### src/rtl/spi_pkg.sv
// Shared definitions for the SPI responder: FSM encoding, default word width
// and the bit-counter width helper.
package spi_pkg;

    typedef enum logic {
        IDLE  = 1'b0,
        SHIFT = 1'b1
    } state_t;

    localparam int DWIDTH_DEFAULT = 8;

    // Counter must hold 0..DWIDTH inclusive
    function automatic int cnt_width(input int dwidth);
        return $clog2(dwidth + 1);
    endfunction

endpackage

### src/rtl/spi_sync_edge.sv
// Multi-stage synchronizer for an asynchronous pin with a history flop that
// produces single-cycle rise/fall pulses in the clk domain.
module spi_sync_edge #(
    parameter int   STAGES = 2,
    parameter logic INIT   = 1'b0
) (
    input  logic clk,
    input  logic rst_n,
    input  logic din,
    output logic dout,
    output logic rise,
    output logic fall
);

    logic [STAGES-1:0] sync_q;
    logic [STAGES-1:0] sync_d;
    logic              hist_q;
    logic              hist_d;

    always_comb begin
        sync_d = {sync_q[STAGES-2:0], din};
        hist_d = sync_q[STAGES-1];
    end

    // Reset to the pin's idle level so release does not fake an edge
    always_ff @(posedge clk or negedge rst_n) begin
        if (!rst_n) begin
            sync_q <= {STAGES{INIT}};
            hist_q <= INIT;
        end else begin
            sync_q <= sync_d;
            hist_q <= hist_d;
        end
    end

    assign dout = sync_q[STAGES-1];
    assign rise = sync_q[STAGES-1] & ~hist_q;
    assign fall = ~sync_q[STAGES-1] & hist_q;

endmodule

### src/rtl/spi_peripheral.sv
// Mode-0 SPI responder: oversampled sclk/cs_n/mosi, one-word transmit holding
// buffer and one-word receive buffer with underrun/overrun pulses.
module spi_peripheral
    import spi_pkg::*;
#(
    parameter int DWIDTH      = DWIDTH_DEFAULT,
    parameter int SYNC_STAGES = 2
) (
    input  logic              clk,
    input  logic              rst,
    input  logic              sclk,
    input  logic              cs_n,
    input  logic              mosi,
    output logic              miso,
    output logic              miso_oe,
    input  logic [DWIDTH-1:0] tx_data,
    input  logic              tx_wr,
    output logic              tx_ready,
    output logic [DWIDTH-1:0] rx_data,
    output logic              rx_valid,
    input  logic              rx_rd,
    output logic              underrun,
    output logic              overrun
);

    localparam int            CW       = cnt_width(DWIDTH);
    localparam logic [CW-1:0] CNT_LAST = CW'(DWIDTH - 1);
    localparam logic [CW-1:0] CNT_FULL = CW'(DWIDTH);

    logic [1:0] rst_sync_q;
    logic [1:0] rst_sync_d;
    logic       rst_n;

    logic sclk_s, sclk_rise, sclk_fall;
    logic cs_s, cs_rise, cs_fall;
    logic mosi_s, mosi_rise_unused, mosi_fall_unused;

    state_t            state_q, state_d;
    logic [CW-1:0]     cnt_q, cnt_d;
    logic [DWIDTH-1:0] tx_shift_q, tx_shift_d;
    logic [DWIDTH-1:0] rx_shift_q, rx_shift_d;
    logic [DWIDTH-1:0] hold_q, hold_d;
    logic              hold_full_q, hold_full_d;
    logic [DWIDTH-1:0] rx_data_q, rx_data_d;
    logic              rx_valid_q, rx_valid_d;
    logic              miso_q, miso_d;
    logic              miso_oe_q, miso_oe_d;
    logic              underrun_q, underrun_d;
    logic              overrun_q, overrun_d;
    logic              cs_pend_q, cs_pend_d;
    logic              uflow_pend_q, uflow_pend_d;
    logic              load_word;

    // Reset asserts asynchronously, releases two clk edges later
    always_comb rst_sync_d = {rst_sync_q[0], 1'b1};

    always_ff @(posedge clk or negedge rst) begin
        if (!rst) rst_sync_q <= '0;
        else      rst_sync_q <= rst_sync_d;
    end

    assign rst_n = rst_sync_q[1];

    spi_sync_edge #(.STAGES(SYNC_STAGES), .INIT(1'b0)) u_sync_sclk (
        .clk(clk), .rst_n(rst_n), .din(sclk),
        .dout(sclk_s), .rise(sclk_rise), .fall(sclk_fall)
    );

    spi_sync_edge #(.STAGES(SYNC_STAGES), .INIT(1'b1)) u_sync_cs (
        .clk(clk), .rst_n(rst_n), .din(cs_n),
        .dout(cs_s), .rise(cs_rise), .fall(cs_fall)
    );

    spi_sync_edge #(.STAGES(SYNC_STAGES), .INIT(1'b0)) u_sync_mosi (
        .clk(clk), .rst_n(rst_n), .din(mosi),
        .dout(mosi_s), .rise(mosi_rise_unused), .fall(mosi_fall_unused)
    );

    always_comb begin
        state_d      = state_q;
        cnt_d        = cnt_q;
        tx_shift_d   = tx_shift_q;
        rx_shift_d   = rx_shift_q;
        hold_d       = hold_q;
        hold_full_d  = hold_full_q;
        rx_data_d    = rx_data_q;
        rx_valid_d   = rx_valid_q;
        miso_d       = miso_q;
        miso_oe_d    = miso_oe_q;
        underrun_d   = 1'b0;
        overrun_d    = 1'b0;
        cs_pend_d    = cs_pend_q;
        uflow_pend_d = uflow_pend_q;
        load_word    = 1'b0;

        if (rx_rd) rx_valid_d = 1'b0;

        case (state_q)
            IDLE: begin
                if (cs_rise) begin
                    cs_pend_d = 1'b0;
                end else if ((cs_fall || cs_pend_q) && !cs_s) begin
                    // A select that arrives with sclk high waits for sclk low
                    if (sclk_s) begin
                        cs_pend_d = 1'b1;
                    end else begin
                        cs_pend_d = 1'b0;
                        state_d   = SHIFT;
                        miso_oe_d = 1'b1;
                        load_word = 1'b1;
                    end
                end
            end
            SHIFT: begin
                if (cs_rise) begin
                    state_d      = IDLE;
                    miso_oe_d    = 1'b0;
                    miso_d       = 1'b0;
                    cnt_d        = '0;
                    uflow_pend_d = 1'b0;
                end else if (sclk_rise && cnt_q != CNT_FULL) begin
                    rx_shift_d = {rx_shift_q[DWIDTH-2:0], mosi_s};
                    cnt_d      = cnt_q + 1'b1;
                    if (uflow_pend_q) begin
                        underrun_d   = 1'b1;
                        uflow_pend_d = 1'b0;
                    end
                    if (cnt_q == CNT_LAST) begin
                        rx_data_d  = rx_shift_d;
                        rx_valid_d = 1'b1;
                        overrun_d  = rx_valid_q & ~rx_rd;
                    end
                end else if (sclk_fall) begin
                    if (cnt_q == CNT_FULL) begin
                        load_word = 1'b1;
                    end else begin
                        tx_shift_d = {tx_shift_q[DWIDTH-2:0], 1'b0};
                        miso_d     = tx_shift_q[DWIDTH-2];
                    end
                end
            end
            default: state_d = IDLE;
        endcase

        // A reload at a word boundary only reports underrun once the next
        // word actually begins, so the last fall of a frame is not penalised
        if (load_word) begin
            cnt_d       = '0;
            hold_full_d = 1'b0;
            if (hold_full_q) begin
                tx_shift_d = hold_q;
            end else begin
                tx_shift_d = '0;
                if (state_q == IDLE) underrun_d   = 1'b1;
                else                 uflow_pend_d = 1'b1;
            end
            miso_d = tx_shift_d[DWIDTH-1];
        end

        if (tx_wr) begin
            hold_d      = tx_data;
            hold_full_d = 1'b1;
        end
    end

    always_ff @(posedge clk or negedge rst_n) begin
        if (!rst_n) begin
            state_q      <= IDLE;
            cnt_q        <= '0;
            tx_shift_q   <= '0;
            rx_shift_q   <= '0;
            hold_q       <= '0;
            hold_full_q  <= 1'b0;
            rx_data_q    <= '0;
            rx_valid_q   <= 1'b0;
            miso_q       <= 1'b0;
            miso_oe_q    <= 1'b0;
            underrun_q   <= 1'b0;
            overrun_q    <= 1'b0;
            cs_pend_q    <= 1'b0;
            uflow_pend_q <= 1'b0;
        end else begin
            state_q      <= state_d;
            cnt_q        <= cnt_d;
            tx_shift_q   <= tx_shift_d;
            rx_shift_q   <= rx_shift_d;
            hold_q       <= hold_d;
            hold_full_q  <= hold_full_d;
            rx_data_q    <= rx_data_d;
            rx_valid_q   <= rx_valid_d;
            miso_q       <= miso_d;
            miso_oe_q    <= miso_oe_d;
            underrun_q   <= underrun_d;
            overrun_q    <= overrun_d;
            cs_pend_q    <= cs_pend_d;
            uflow_pend_q <= uflow_pend_d;
        end
    end

    assign miso     = miso_q;
    assign miso_oe  = miso_oe_q;
    assign tx_ready = ~hold_full_q;
    assign rx_data  = rx_data_q;
    assign rx_valid = rx_valid_q;
    assign underrun = underrun_q;
    assign overrun  = overrun_q;

endmodule

### config.mk
export PLATFORM = sky130hd
export DESIGN_NAME = spi_peripheral
export DESIGN_NICKNAME = d
export VERILOG_FILES = /design/src/rtl/spi_pkg.sv /design/src/rtl/spi_sync_edge.sv /design/src/rtl/spi_peripheral.sv
export SDC_FILE = /design/constraint.sdc
export NUM_CORES = 1
export LEC_CHECK = 0
export CORE_MARGIN = 2
export CORE_UTILIZATION = 45
export DETAILED_ROUTE_END_ITERATION = 7
export PLACE_DENSITY = 0.65
export SYNTH_ARGS = -nofsm -noshare
export SYNTH_HDL_FRONTEND = slang
export SYNTH_SLANG_ARGS = --single-unit
### constraint.sdc
create_clock -name clk -period 2.5 [get_ports clk]
set_input_delay 0.75 -clock clk [delete_from_list [all_inputs] [get_ports clk]]
set_output_delay 0.75 -clock clk [all_outputs]
set_load 0.005 [all_outputs]
==> After elaboration in Yosys (flattened, before gate mapping) <==
Cells that the tools add are included.
{ "totals": {"regBits": 53, "in_bits": 15, "output_inout_bits": 14, "wordCells": 122} }
{ "op_classes": {"add_sub_neg": 1, "eq_ne": 12, "n_mux": 59, "bitwise": 13, "reduce_logical": 17} }
{ "op_table": {"columns": ["operator", "n"], "rows": [
  ["1-bit two-way mux", 45],
  ["7-bit two-way mux", 6],
  ["4-bit two-way mux", 4],
  ["2-bit inequality test (second input constant)", 6],
  ["4-bit AND reduction", 3],
  ["8-bit two-way mux", 1],
  ["1-bit inverter", 8],
  ["2-bit nonzero test", 4],
  ["3-bit inequality test (second input constant)", 2],
  ["1-bit one-hot mux with 2 select lines", 3],
  ["3-bit nonzero test", 2],
  ["1-bit AND", 5],
  ["5-bit AND reduction", 1],
  ["4-bit by 1-bit adder with 4-bit output (second input constant)", 1],
  ["4-bit by 3-bit equality test with 1-bit output (second input constant)", 1],
  ["4-bit equality test (second input constant)", 1],
  ["4-bit inequality test (second input constant)", 1],
  ["2-bit AND reduction", 2],
  ["3-bit AND reduction", 1],
  ["1-bit logical AND", 2],
  ["2-bit by 1-bit inequality test with 1-bit output (second input constant)", 1],
  ["1-bit logical NOT", 1],
  ["1-bit logical OR", 1]
]} }

==> Depth between registers and ports, before layout <==
{ "depth": {"word_depth": 9, "mapped_depth": 7, "ltp_nobuf": 6} }

==> Modules after synthesis <==
A second synthesis with hierarchy kept.
{ "unflattened": {"hier_cells": 165, "area_unflattened_um2": 2252.2} }
{ "modules_own_cells": {"columns": ["module", "instances", "cells_each", "area_each_um2"], "rows": [
  ["spi_peripheral", 1, 150, 1978.1],
  ["spi_sync_edge at u_sync_mosi ...", 2, 5, 90.1],
  ["spi_sync_edge at u_sync_cs", 1, 5, 93.8]
]} }

==> Worst setup path after synthesis <==
No wires, ideal clock.
{ "synth_timing": {"path_type": "register -> register", "startpoint": "reg u_sync_cs.sync_q[1]", "endpoint": "reg rx_data_q[0] (netlist: rx_data[0])", "setup_time_ns": 0.125, "t_arrival_ns": 1.690, "required_ns": 2.375, "setup_slack_ns": 0.685, "path_stages_with_launch": 8, "path_buffers": 2, "period_less_slack_ns": 1.815, "cell_sequence": "dfstp_2 -> buf_6 -> nor2b_4 -> buf_6 -> inv_1 -> ha_1 -> nand2_1 -> mux2_2"} }
{ "synth_via": {"elab_chain_cells": 3} }
{ "synth_rtl": {"columns": ["element", "line", "text"], "rows": [
  ["start, declared", "spi_sync_edge.sv:15", "logic [STAGES-1:0] sync_q;"],
  ["start signal, assigned", "spi_sync_edge.sv:28", "sync_q <= {STAGES{INIT}};"],
  ["start signal, assigned", "spi_sync_edge.sv:31", "sync_q <= sync_d;"],
  ["1-bit AND", "spi_sync_edge.sv:37", "assign rise = sync_q[STAGES-1] & ~hist_q;"],
  ["1-bit inverter (no source line)", null, null],
  ["4-bit AND reduction (no source line)", null, null],
  ["end signal, assigned", "spi_peripheral.sv:189", "rx_data_q <= rx_data_d;"],
  ["end, declared", "spi_peripheral.sv:44", "logic [DWIDTH-1:0] rx_data_q, rx_data_d;"]
]} }
Every way passes these cells.
A chain may end at the register's enable or synchronous reset.

==> Final worst setup path <==
{ "layout_timing": {"startpoint": "reg state_q", "endpoint": "reg tx_shift_q[5]"} }
{ "layout_via": {"elab_chain_cells": 4} }
{ "layout_rtl": {"columns": ["element", "line", "text"], "rows": [
  ["start, declared", "spi_peripheral.sv:38", "state_t state_q, state_d;"],
  ["start signal, assigned", "spi_peripheral.sv:183", "state_q <= state_d;"],
  ["1-bit inverter (no source line)", null, null],
  ["1-bit one-hot mux with 2 select lines", "spi_peripheral.sv:98", "case (state_q)"],
  ["2-bit inequality test (no source line), or another cell as far along", null, null],
  ["5-bit AND reduction (no source line)", null, null],
  ["end signal, assigned", "spi_peripheral.sv:185", "tx_shift_q <= tx_shift_d;"],
  ["end, declared", "spi_peripheral.sv:40", "logic [DWIDTH-1:0] tx_shift_q, tx_shift_d;"]
]} }
Several ways; a longest one is shown, not always the timed one.

==> impl_metrics.env <==
export IMPL_post_cts_buffers=0
export IMPL_netlist_area_leader_share_pct=55.2
export IMPL_dp_hpwl_mm=3.01
export IMPL_cts_buffers=5
export IMPL_yosys_warnings=0
export IMPL_synth_area_leader_cell="dfrtp_1"
export IMPL_ys_ff_latch=53
export IMPL_fin_nets=236
export IMPL_gp_congestion=0.818
export IMPL_setup_violations=0
export IMPL_insertion_delay_ns=0.30
export IMPL_critPathMaxFanout=15
export IMPL_combPwrFrac_pct=20.3
export IMPL_fp_dieArea_mm2=0.00562
export IMPL_powerDensity_mw_per_mm2=789
export IMPL_cts_buffer_depth=2
export IMPL_clock_skew_ns=0.00500
export IMPL_muxShareOfSynthArea_pct=11.4
export IMPL_synthesis_nets=205
export IMPL_hold_class="reg -> async"
export IMPL_coreArea_mm2=0.00479
export IMPL_synth_top_family_by_area="simple AND/OR/NAND/NOR gates"
export IMPL_synth_top_flop_cell="dfrtp_1"
export IMPL_cp_arrival_ns=2.19
export IMPL_synth_xor_area_share_pct=0
export IMPL_antenna_found_initial=0
export IMPL_final_layout_size_suffix_gt1_share_pct=19.6
export IMPL_tritoncts="done"
export IMPL_routed_wirelength_mm=3.99
export IMPL_avgSynthCellArea_um2=12.1
export IMPL_drt_iter0_drc=151
export IMPL_max_cap_violations=0
export IMPL_period_share_pct=81.7
export IMPL_synth_compound_area_share_pct=10.8
export IMPL_fin_area_mm2=0.00273
export IMPL_die_h_um=75.0
export IMPL_ys_types=36
export IMPL_syn_inst=187
export IMPL_rows=25
export IMPL_initial_core_util_pct=47.3
export IMPL_overflow=0
export IMPL_status="finished, final reports clean"
export IMPL_grt_pass1_vias=1527
export IMPL_hold_viol=0
export IMPL_grt_pass1_wl_mm=6.78
export IMPL_tightest_slew_ns=0.674
export IMPL_power_frac_seq_pct=53.6
export IMPL_worstPathRequired_ns=2.65
export IMPL_clock_sinks=53
export IMPL_ant_nets=0
export IMPL_n_antenna_cell=0
export IMPL_start_kind="flop"
export IMPL_track_usage_pct=16.3
export IMPL_power_total_mw=2.15
export IMPL_switchingPower_mw=0.606
export IMPL_end_kind="flop"
export IMPL_dpl_cell_count=278
export IMPL_synthTopCellsByArea="dfrtp_1 55%, mux2_2 11%, dfstp_2 3.5%, a31oi_1 2.8%, o211ai_1 2.3%"
export IMPL_ctsHoldBuffers=0
export IMPL_fin_util_pct=57.0
export IMPL_synthToLayoutAreaGrowth_pct=20.3
export IMPL_placed_area_mm2=0.00261
export IMPL_io_buffers=28
export IMPL_ys_seq_area_share_pct=58.7
export IMPL_p_clk_share_pct=26.1
export IMPL_cts_htree_levels=2
export IMPL_finalMaxSlewViolations=0
export IMPL_first_pass_iters=4
export IMPL_p_leak_nw=1.19
export IMPL_p_int_mw=1.54
export IMPL_io_pins=29
export IMPL_die_w_um=75.0
export IMPL_ys_async_sr_fraction_pct=100
export IMPL_swShare_pct=28.2
export IMPL_wl_per_cell_um=14.0
export IMPL_criticalPathCategory="reg -> reg"
export IMPL_vias=1527
export IMPL_rsz0062_at_grt="no"
export IMPL_fmax_mhz=490
export IMPL_cts_resized=0
export IMPL_setup_tns_ns=0
export IMPL_syn_cell_area_mm2=0.00227
export IMPL_vias_per_cell=5.34
export IMPL_drc_errors=0
export IMPL_synth_edf_count=0
export IMPL_root_buffer="clkbuf_8"
export IMPL_clk_pin_slew_ns=0.09
export IMPL_synthSimpleGateAreaFrac_pct=13.4
export IMPL_period_needed_ns=2.04
export IMPL_instances_no_fill=286
export IMPL_grt_max_degree=20
export IMPL_peakVddDrop_uv=492
export IMPL_relSlewSlack_pct=54.7
export IMPL_synthAdderAreaFrac_pct=1.66
-- kinds of logic (layout without fill, tap and decap cells) --
group,Yosys count,count (layout)
flip-flops,53,53
AND/OR/NAND/NOR,52,52
AO/OA/AOI/OAI,37,37
multiplexers,23,23
buffers and inverters,18,50
adder cells (fa/ha/maj),3,3
other,1,1
-- area by class of cell --
type | instances | area (um2)
clock buffer | 5 | 68.8
inverter | 10 | 37.5
tap | 67 | 83.8
clock inverter | 3 | 46.3
multi-input combinational | 116 | 848
sequential | 53 | 1330
timing repair buffer | 32 | 310
fill | 406 | 2060
-- power groups by stage --
stage	clock network, mW	logic [mW]	registers [mW]
after floorplan	0	0.316	1.13
after global placement	0	0.412	1.16
after detailed placement	0	0.438	1.17
after CTS	0.582	0.439	1.15
after global routing	0.620	0.489	1.18
final	0.562	0.436	1.15
-- layer usage --
| metal | GRT usage, % | vias to the layer above | part of all wire, % |
|---|---|---|---|
| met4 | 9.13 | 0 | 1.6 |
| met2 | 23.6 | 53 | 47 |
| li1 | - | 735 | - |
| met5 | 0 | - | 0 |
| met3 | 4.02 | 6 | 5.9 |
| met1 | 22.4 | 733 | 46 |
-- critical path: stages (launching register included) --
cell	delay [ns]
dfrtp_1	0.57
or4_1	0.77
o21ai_1	0.39
a31oi_1	0.16
-- cells in the mapped netlist, drive strengths merged (5+ instances only) --
library cell and count:
nand3 10, inv 10, o211ai 7, nor2 5, nand2 13, o21ai 5
a31oi 10, dfrtp 50, buf 6, nor3 8, mux2 23, a21oi 6
-- sequential cells by signal (all words and copies together) (netlist names) --
| signal | flops |
|---|---|
| miso | 1 |
| uflow_pend_q | 1 |
| state_q | 1 |
| u_sync_sclk.hist_q | 1 |
| hold_q | 8 |
| u_sync_mosi.sync_q | 2 |
| rst_sync_q | 2 |
| tx_shift_q | 7 |
| miso_oe | 1 |
| rx_data | 8 |
| u_sync_cs.sync_q | 2 |
| u_sync_cs.hist_q | 1 |
| overrun | 1 |
| cnt_q | 4 |
| cs_pend_q | 1 |
| hold_full_q | 1 |
| underrun | 1 |
| u_sync_sclk.sync_q | 2 |
| rx_shift_q | 7 |
| rx_valid | 1 |
-- per-stage QoR --
step / hold WS, ns / setup slack, ns
6_report: 0.161 / 0.457
5_1_grt: 0.178 / 0.316
4_1_cts: 0.175 / 0.459
3_5_place_dp: 0.171 / 0.493
3_3_place_gp: 0.172 / 0.549
2_1_floorplan: 0.331 / 0.685
-- final timing paths --
check	depth (start not counted)	slack, ns	endpoint	from
worst max register to register	3	0.46	tx_shift_q[5]	state_q
max in group asynchronous	1	1.73	u_sync_cs.sync_q[0]	rst_sync_q[1]
worst min-delay path	0	0.16	state_q	rst_sync_q[1]
min in group clk	0	0.36	u_sync_sclk.sync_q[1]	u_sync_sclk.sync_q[0]
worst min register to register	0	0.16	state_q	rst_sync_q[1]
worst max-delay path	3	0.46	tx_shift_q[5]	state_q
-- cell usage in the layout, fill, tap and decap left out, types with 2 or more instances in the layout --
cell type	synthesis	final
a21oi_1	6	6
a31oi_1	10	10
and4_1	2	2
buf_4	0	4
clkbuf_8	0	5
clkdlybuf4s50_1	0	28
dfrtp_1	50	49
dfstp_2	3	3
ha_1	3	3
inv_1	10	10
mux2_2	23	23
nand2_1	13	13
nand2b_1	3	3
nand3_1	10	10
nand4_1	2	2
nor2_1	5	5
nor2b_1	2	2
nor3_1	8	8
nor4_2	2	2
o211ai_1	7	7
o21ai_0	4	4
o31a_1	2	2
(Power assumes the default switching activity.)
